[src/rtl/sine_pkg.sv]
// ---------------------------------------------------------------------------
// sine_pkg
// Shared constants for the sine generator and the sine/cosine demodulator:
// the 64-entry signed sine table (round(127*sin(2*pi*k/64))), table depth,
// quarter-period offset used to read cosine, accumulator width, the demod
// FSM state type and the magnitude helper used when SINE_DEMOD_MAG_EN is set.
// ---------------------------------------------------------------------------
package sine_pkg;

    localparam int LUT_DEPTH = 64;
    localparam int LUT_AW    = 6;
    localparam int QUARTER   = 16;
    localparam int ACC_W     = 24;

    localparam logic signed [7:0] SIN_TABLE [LUT_DEPTH] = '{
          8'sd0,    8'sd12,   8'sd25,   8'sd37,   8'sd49,   8'sd60,   8'sd71,   8'sd81,
          8'sd90,   8'sd98,   8'sd106,  8'sd112,  8'sd117,  8'sd122,  8'sd125,  8'sd126,
          8'sd127,  8'sd126,  8'sd125,  8'sd122,  8'sd117,  8'sd112,  8'sd106,  8'sd98,
          8'sd90,   8'sd81,   8'sd71,   8'sd60,   8'sd49,   8'sd37,   8'sd25,   8'sd12,
          8'sd0,   -8'sd12,  -8'sd25,  -8'sd37,  -8'sd49,  -8'sd60,  -8'sd71,  -8'sd81,
         -8'sd90,  -8'sd98,  -8'sd106, -8'sd112, -8'sd117, -8'sd122, -8'sd125, -8'sd126,
         -8'sd127, -8'sd126, -8'sd125, -8'sd122, -8'sd117, -8'sd112, -8'sd106, -8'sd98,
         -8'sd90,  -8'sd81,  -8'sd71,  -8'sd60,  -8'sd49,  -8'sd37,  -8'sd25,  -8'sd12
    };

    typedef enum logic [0:0] {
        ST_IDLE = 1'b0,
        ST_RUN  = 1'b1
    } demod_state_t;

    // min(255, (|I| + |Q|) >> shift); accumulators never reach -2^(ACC_W-1),
    // so negation cannot overflow.
    function automatic logic [7:0] mag_sat(input logic signed [ACC_W-1:0] i_acc,
                                           input logic signed [ACC_W-1:0] q_acc,
                                           input int unsigned              shift);
        logic [ACC_W-1:0] i_abs;
        logic [ACC_W-1:0] q_abs;
        logic [ACC_W:0]   sum;
        logic [ACC_W:0]   scaled;
        i_abs  = i_acc[ACC_W-1] ? ACC_W'(-i_acc) : ACC_W'(i_acc);
        q_abs  = q_acc[ACC_W-1] ? ACC_W'(-q_acc) : ACC_W'(q_acc);
        sum    = {1'b0, i_abs} + {1'b0, q_abs};
        scaled = sum >> shift;
        if (|scaled[ACC_W:8]) begin
            mag_sat = 8'd255;
        end else begin
            mag_sat = scaled[7:0];
        end
    endfunction

endpackage

[src/rtl/sine_lut.sv]
// ---------------------------------------------------------------------------
// sine_lut
// Dual-read combinational lookup into the shared sine table.
// Ports:
//   sin_idx / cos_idx : 6-bit table indices (caller adds the quarter offset
//                       for the cosine read)
//   sin_val / cos_val : signed 8-bit table entries
// ---------------------------------------------------------------------------
module sine_lut
    import sine_pkg::*;
(
    input  logic        [LUT_AW-1:0] sin_idx,
    input  logic        [LUT_AW-1:0] cos_idx,
    output logic signed [7:0]        sin_val,
    output logic signed [7:0]        cos_val
);

    assign sin_val = SIN_TABLE[sin_idx];
    assign cos_val = SIN_TABLE[cos_idx];

endmodule

[src/rtl/sine_demod.sv]
// ---------------------------------------------------------------------------
// sine_demod
// Quadrature correlator: each accepted offset-binary sample is multiplied by
// the sine and cosine reference (stage 1), summed into Q and I accumulators
// (stage 2) and, after SYM_LEN samples, the signs of Q/I (and optionally the
// magnitude) are registered with a one-cycle sym_valid pulse (stage 3).
// Ports:
//   clk, reset        : clock, asynchronous active-high reset
//   sinein[7:0]       : offset-binary sample (128 = zero)
//   sample_valid      : sinein accepted this cycle
//   sym_start         : first sample of a symbol (restarts phase and count)
//   dataeve, dataodd  : sign of Q (sine) / I (cosine) correlation
//   sym_valid         : one-cycle pulse when outputs update
//   magout[7:0]       : magnitude estimate; present only when the macro
//                       SINE_DEMOD_MAG_EN is defined, otherwise tied to 0
// ---------------------------------------------------------------------------
module sine_demod
    import sine_pkg::*;
#(
    parameter int SYM_LEN    = 64,
    parameter int PHASE_STEP = 1,
    parameter int MAG_SHIFT  = 12
) (
    input  logic       clk,
    input  logic       reset,
    input  logic [7:0] sinein,
    input  logic       sample_valid,
    input  logic       sym_start,
    output logic       dataeve,
    output logic       dataodd,
    output logic       sym_valid,
    output logic [7:0] magout
);

    localparam int                 CNT_W    = $clog2(SYM_LEN);
    localparam logic [CNT_W-1:0]   LAST_CNT = CNT_W'(SYM_LEN - 1);
    localparam logic [CNT_W-1:0]   CNT_ONE  = CNT_W'(1);
    localparam logic [LUT_AW-1:0]  K_STEP   = LUT_AW'(PHASE_STEP % LUT_DEPTH);
    localparam logic [LUT_AW-1:0]  K_QUART  = LUT_AW'(QUARTER);

    demod_state_t              state_q, state_d;
    logic [LUT_AW-1:0]         k_q, k_d;
    logic [CNT_W-1:0]          cnt_q, cnt_d;
    logic signed [15:0]        psin_q, psin_d;
    logic signed [15:0]        pcos_q, pcos_d;
    logic                      p_vld_q, p_vld_d;
    logic                      p_first_q, p_first_d;
    logic                      p_last_q, p_last_d;
    logic signed [ACC_W-1:0]   qacc_q, qacc_d;
    logic signed [ACC_W-1:0]   iacc_q, iacc_d;
    logic                      done_q, done_d;
    logic                      dataeve_q, dataeve_d;
    logic                      dataodd_q, dataodd_d;
    logic                      sym_valid_q, sym_valid_d;

    logic                      accept_s;
    logic [LUT_AW-1:0]         k_idx_s;
    logic [CNT_W-1:0]          cnt_idx_s;
    logic signed [8:0]         d_s;
    logic signed [7:0]         sin_val_s;
    logic signed [7:0]         cos_val_s;
    logic signed [16:0]        mul_sin_s;
    logic signed [16:0]        mul_cos_s;
    logic signed [ACC_W-1:0]   psin_ext_s;
    logic signed [ACC_W-1:0]   pcos_ext_s;

    // A sample with sym_start uses phase/count 0 even though k/cnt still hold old values.
    assign k_idx_s   = sym_start ? {LUT_AW{1'b0}} : k_q;
    assign cnt_idx_s = sym_start ? {CNT_W{1'b0}}  : cnt_q;

    sine_lut u_lut (
        .sin_idx (k_idx_s),
        .cos_idx (k_idx_s + K_QUART),
        .sin_val (sin_val_s),
        .cos_val (cos_val_s)
    );

    // Next-state logic for phase, counter, product stage, accumulators and outputs.
    always_comb begin
        accept_s   = sample_valid & ((state_q == ST_RUN) | sym_start);
        d_s        = $signed({1'b0, sinein}) - 9'sd128;
        mul_sin_s  = d_s * sin_val_s;
        mul_cos_s  = d_s * cos_val_s;
        psin_ext_s = {{(ACC_W-16){psin_q[15]}}, psin_q};
        pcos_ext_s = {{(ACC_W-16){pcos_q[15]}}, pcos_q};

        if (sym_start) begin
            state_d = ST_RUN;
        end else begin
            state_d = state_q;
        end

        // Phase and count advance only on accepted samples; sym_start alone clears them.
        if (accept_s) begin
            k_d   = k_idx_s + K_STEP;
            cnt_d = cnt_idx_s + CNT_ONE;
        end else if (sym_start) begin
            k_d   = {LUT_AW{1'b0}};
            cnt_d = {CNT_W{1'b0}};
        end else begin
            k_d   = k_q;
            cnt_d = cnt_q;
        end

        // Stage 1: products travel with first/last markers so stage 2 can
        // restart the sum and flag symbol completion.
        p_vld_d = accept_s;
        if (accept_s) begin
            psin_d    = mul_sin_s[15:0];
            pcos_d    = mul_cos_s[15:0];
            p_first_d = (cnt_idx_s == {CNT_W{1'b0}});
            p_last_d  = (cnt_idx_s == LAST_CNT);
        end else begin
            psin_d    = psin_q;
            pcos_d    = pcos_q;
            p_first_d = p_first_q;
            p_last_d  = p_last_q;
        end

        // Stage 2: sample 0 overwrites, which also discards any abandoned partial sum.
        done_d = p_vld_q & p_last_q;
        if (p_vld_q) begin
            qacc_d = p_first_q ? psin_ext_s : (qacc_q + psin_ext_s);
            iacc_d = p_first_q ? pcos_ext_s : (iacc_q + pcos_ext_s);
        end else begin
            qacc_d = qacc_q;
            iacc_d = iacc_q;
        end

        // Stage 3: decisions sampled from the finished sums.
        sym_valid_d = done_q;
        if (done_q) begin
            dataeve_d = ~qacc_q[ACC_W-1] & (|qacc_q);
            dataodd_d = ~iacc_q[ACC_W-1] & (|iacc_q);
        end else begin
            dataeve_d = dataeve_q;
            dataodd_d = dataodd_q;
        end
    end

    // State registers for FSM, datapath pipeline and decision outputs.
    always_ff @(posedge clk or posedge reset) begin
        if (reset) begin
            state_q     <= ST_IDLE;
            k_q         <= {LUT_AW{1'b0}};
            cnt_q       <= {CNT_W{1'b0}};
            psin_q      <= 16'sd0;
            pcos_q      <= 16'sd0;
            p_vld_q     <= 1'b0;
            p_first_q   <= 1'b0;
            p_last_q    <= 1'b0;
            qacc_q      <= {ACC_W{1'b0}};
            iacc_q      <= {ACC_W{1'b0}};
            done_q      <= 1'b0;
            dataeve_q   <= 1'b0;
            dataodd_q   <= 1'b0;
            sym_valid_q <= 1'b0;
        end else begin
            state_q     <= state_d;
            k_q         <= k_d;
            cnt_q       <= cnt_d;
            psin_q      <= psin_d;
            pcos_q      <= pcos_d;
            p_vld_q     <= p_vld_d;
            p_first_q   <= p_first_d;
            p_last_q    <= p_last_d;
            qacc_q      <= qacc_d;
            iacc_q      <= iacc_d;
            done_q      <= done_d;
            dataeve_q   <= dataeve_d;
            dataodd_q   <= dataodd_d;
            sym_valid_q <= sym_valid_d;
        end
    end

    assign dataeve   = dataeve_q;
    assign dataodd   = dataodd_q;
    assign sym_valid = sym_valid_q;

`ifdef SINE_DEMOD_MAG_EN
    logic [7:0] magout_q, magout_d;

    // Magnitude updates together with the decision bits.
    always_comb begin
        if (done_q) begin
            magout_d = mag_sat(iacc_q, qacc_q, MAG_SHIFT);
        end else begin
            magout_d = magout_q;
        end
    end

    // Magnitude output register.
    always_ff @(posedge clk or posedge reset) begin
        if (reset) begin
            magout_q <= 8'd0;
        end else begin
            magout_q <= magout_d;
        end
    end

    assign magout = magout_q;
`else
    assign magout = 8'd0;
`endif

endmodule

[config.mk]
export PLATFORM = sky130hd
export DESIGN_NAME = sine_demod
export DESIGN_NICKNAME = d
export VERILOG_FILES = /design/src/rtl/sine_pkg.sv /design/src/rtl/sine_lut.sv /design/src/rtl/sine_demod.sv
export SDC_FILE = /design/constraint.sdc
export NUM_CORES = 1
export LEC_CHECK = 0
export CORE_MARGIN = 2
export CORE_UTILIZATION = 65
export DETAILED_ROUTE_END_ITERATION = 8
export GPL_TIMING_DRIVEN = 0
export PLACE_DENSITY = 0.83
export SLEW_MARGIN = 10
export SYNTH_ARGS = -nofsm -noshare
export SYNTH_HDL_FRONTEND = slang
export SYNTH_SLANG_ARGS = --single-unit
[constraint.sdc]
create_clock -name clk -period 6.83 [get_ports clk]
set_input_delay 1.366 -clock clk [delete_from_list [all_inputs] [get_ports clk]]
set_output_delay 1.366 -clock clk [all_outputs]
set_load 0.005 [all_outputs]
==> flow_summary.rst <==
.. list-table::
   :header-rows: 1

   * - Metric
     - Value
   * - Global-route congestion overflow total
     - 0
   * - Core Area
     - 0.0188 mm^2
   * - Clock-pin transition on the worst setup and hold timing paths
     - 0.08 ns
   * - Cell type group with the largest total delay on the critical path
     - adder cells
   * - Static leakage power
     - 6.73 nW
   * - Maximum number of pins on one net before global-route repair
     - 66
   * - Sequential Power Share
     - 0.181
   * - Areal power density over the cells
     - 396 mW/mm^2
   * - Wire length of the first global-routing pass
     - 52,600 um
   * - Area grow syn2layout
     - 16.2%
   * - P_sw
     - 2.76 mW
   * - Ratio of final minimum period to clock period
     - 1.02
   * - Sinks on the clock net
     - 100
   * - Worst setup slack after placement
     - -1.43 ns
   * - Global-route total usage across every layer
     - 0.325
   * - Worst path buffer plus inverter count
     - 10
   * - Maximum fanout count along the critical path
     - 7
   * - Maximum vdd drop
     - 361 uV
   * - Synth Area in Simple Gates
     - 0.170
   * - Yosys reg bits
     - 100
   * - Total of hold buffers inserted after clock tree synthesis
     - 0
   * - Post-layout nets
     - 1,812
   * - Max_slew headroom
     - 0.436
   * - Count of pins over their slew limit
     - 0
   * - Tmin final
     - 6.99 ns
   * - Leading cell type in the layout, fill and taps excluded
     - sky130_fd_sc_hd__inv_1
   * - Final core utilization
     - 0.776
   * - Fraction of registers with async set or reset after synthesis
     - 1.00
   * - Relative contribution of the clock network to total power
     - 0.091
   * - Maximum cell stage delay along the critical path
     - 0.56 ns
   * - PnR worst setup slack
     - -0.157 ns
   * - Max-Cap Viols
     - 0
   * - Internal power consumption
     - 3.03 mW
   * - Number of input and output port buffers inserted
     - 14
   * - Routed wire length
     - 33,900 um
   * - Final antenna diode count
     - 0
   * - Via count of the first global-routing pass
     - 11,004
   * - Area share of fa/ha/maj cells after synthesis
     - 0.294
   * - Slew at the pin with the worst max-slew slack
     - 0.844 ns
   * - Die area
     - 0.0205 mm^2
   * - Clock H-tree levels
     - 3
   * - Share of post-route cells with drive strength above 1
     - 0.162
   * - Result of the run
     - finished with violations
   * - Final HPWL from detailed placement
     - 24,300 um
   * - Critical path's slowest cell
     - sky130_fd_sc_hd__fa_1
   * - Failing checks
     - setup timing
   * - Net switching share of the total power
     - 0.476
   * - Kind of start point of the critical path
     - input pin
   * - Kind of path behind the tightest hold check
     - reg2reg
   * - I/O pin total
     - 23
   * - Final Hold Violating Endpoints
     - 0
   * - Setup Skew
     - 0.0144 ns
   * - Number of synthesis warnings
     - 0
   * - CP Class
     - in2reg
   * - CTS tree
     - yes
   * - Tightest hold margin
     - 0.453 ns
   * - Overall via count from detail_route
     - 11,185
   * - Post-synth design cell area
     - 0.0126 mm^2
   * - Buffer type at the clock tree root
     - sky130_fd_sc_hd__clkbuf_16
   * - Comb power frac
     - 0.729
   * - Commonest non-fill, non-tap cells in the layout
     - 189 x sky130_fd_sc_hd__inv_1, 132 x sky130_fd_sc_hd__nand2_1, 103 x sky130_fd_sc_hd__fa_1
   * - Number of different library cells in the post-synthesis netlist
     - 80
   * - Fmax
     - 0.143 GHz
   * - Fraction of synthesized cell area in xor and xnor cells
     - 0.0509
   * - Number of remaining DRC errors
     - 0
   * - Category of the worst setup path capture point
     - flip-flop
   * - Dominant combinational cell family by area after synthesis
     - adder cells
   * - Share of cell area taken by muxes after synthesis
     - 0.0225
   * - Avg Cell Area, Syn
     - 8.48 um^2
   * - Routed via count divided by cell count
     - 6.09
   * - RSZ-0062 raised after global routing
     - true
   * - Synth Instances
     - 1,481
   * - Required time worst endpoint
     - 7.04 ns
   * - Initial antenna violation count
     - 0
   * - Arr. time, crit path
     - 7.20 ns
   * - Dominant synthesized flop cell
     - sky130_fd_sc_hd__dfrtp_1
   * - Floorplan die height
     - 143 um
   * - Seq/Total Area, Yosys
     - 0.199
   * - Die width
     - 143 um
   * - Routed wirelength normalized by instance count
     - 18.4 um
   * - TritonCTS Buffers
     - 9
   * - Starting Density
     - 0.667
   * - Insertion delay of the later-clocked pin in the worst-skew pair
     - 0.36 ns
   * - Global placement routability congestion
     - 0.952
   * - Number of iterations in the first detailed-routing pass
     - 6
   * - Number of nets with antenna violations after routing
     - 0
   * - Drt initial violations
     - 1,037
   * - Count of flip-flops with a built-in enable after synthesis
     - 0
   * - Clock tree buffer depth
     - 2
   * - Most prevalent standard cell on the critical path
     - sky130_fd_sc_hd__fa_1
   * - Area fraction in compound gates after synthesis
     - 0.177
   * - Setup-failing EPs final
     - 3
   * - Row Count
     - 50
   * - Setup TNS Final
     - -0.246 ns
per-stage QoR:
| step | area [um^2] | std cells | total power, mW |
|---|---|---|---|
| after floorplan | 12600 | 1488 | 3.73 |
| after global placement | 13100 | 1762 | 4.32 |
| after detailed placement | 13100 | 1763 | 4.46 |
| after CTS | 14100 | 1811 | 5.35 |
| after global routing | 14600 | 1837 | 6.27 |
| final | 14600 | 1837 | 5.79 |
per-layer routing:
| layer | track usage | part of all wire | up-vias |
|---|---|---|---|
| li1 | - | - | 5103 |
| met1 | 0.414 | 0.39 | 5420 |
| met2 | 0.555 | 0.49 | 515 |
| met3 | 0.0366 | 0.065 | 147 |
| met4 | 0.153 | 0.050 | 0 |
| met5 | 0 | 0 | - |
state kept, by name (all words and copies together), names as in the netlist, 6 cells and up:
signal,count
k_q,6
qacc_q,24
cnt_q,6
psin_q,16
pcos_q,16
iacc_q,24
worst reg2reg max path: cells and delay by family, from the launching register on:
family,cells,cell delay (ns)
adders and majority gates,6,2.47
AOI/OAI and AO/OA,11,2.14
buffers and inverters,8,0.63
DFF,1,0.42
and+or+nand+nor,2,0.26
muxes,1,0.25
worst paths after layout:
kind	from	end	slack, ns	cells past startpoint
min in group asynchronous	reset	cnt_q[5]	1.39	2
worst max-delay path	sym_start	psin_q[14]	-0.16	30
worst max register to register	k_q[1]	psin_q[14]	0.52	28
worst min-delay path	done_q	sym_valid	0.45	0
worst min register to register	done_q	sym_valid	0.45	0
max in group asynchronous	reset	pcos_q[7]	4.76	3
power by group through the flow:
stage	clock, mW	sequential (mW)	combinational (mW)
after CTS	0.528	1.04	3.79
after floorplan	0	0.960	2.77
final	0.524	1.05	4.22
after global routing	0.552	1.07	4.65
after detailed placement	0	1.04	3.41
after global placement	0	1.03	3.29
cells in the mapped netlist, types with 11 or more instances:
master,number,area (um^2)
sky130_fd_sc_hd__fa_1,112,2240
sky130_fd_sc_hd__nor4_1,11,68.8
sky130_fd_sc_hd__nor2_1,100,375
sky130_fd_sc_hd__o211ai_1,15,113
sky130_fd_sc_hd__ha_1,116,1450
sky130_fd_sc_hd__inv_1,208,781
sky130_fd_sc_hd__xnor2_1,46,403
sky130_fd_sc_hd__a21oi_1,110,551
sky130_fd_sc_hd__a21o_1,20,150
sky130_fd_sc_hd__a211oi_1,13,97.6
sky130_fd_sc_hd__nand3_1,12,60.1
sky130_fd_sc_hd__nor3_1,20,100
sky130_fd_sc_hd__o21ai_0,76,380
sky130_fd_sc_hd__clkbuf_1,35,131
sky130_fd_sc_hd__o21a_1,15,113
sky130_fd_sc_hd__mux2i_1,17,170
sky130_fd_sc_hd__a31oi_1,11,68.8
sky130_fd_sc_hd__dfrtp_1,100,2500
sky130_fd_sc_hd__nor2b_1,32,200
sky130_fd_sc_hd__nand2b_1,21,131
sky130_fd_sc_hd__xor2_1,27,236
sky130_fd_sc_hd__nand2_1,139,522
sky130_fd_sc_hd__and2_1,72,450
sky130_fd_sc_hd__o21bai_1,12,90.1
what timing repair did:
action                                  in CTS  in global routing
gates cloned                                 0                  1
hold endpoints to repair                     0                  0
buffers inserted                            32                 26
pin swaps                                   48                 77
gates resized for setup                     91                 79
endpoints found under the setup margin      18                 13
cell families after synthesis:
logic type | count (synthesis)
other | 1
buffers and inverters | 271
flip-flops | 100
multiplexers | 25
adder cells (fa/ha/maj) | 228
XOR/XNOR | 73
AO/OA/AOI/OAI | 344
AND/OR/NAND/NOR | 439
cell type report:
type,instances,area (um^2)
tap,260,325
multi-input combinational,1117,9680
sequential,100,2500
buffer,62,333
inverter,209,796
clock buffer,9,225
fill,1257,4230
timing repair buffer,73,664
clock inverter,7,76.3
Power figures use the tool's default switching activity.
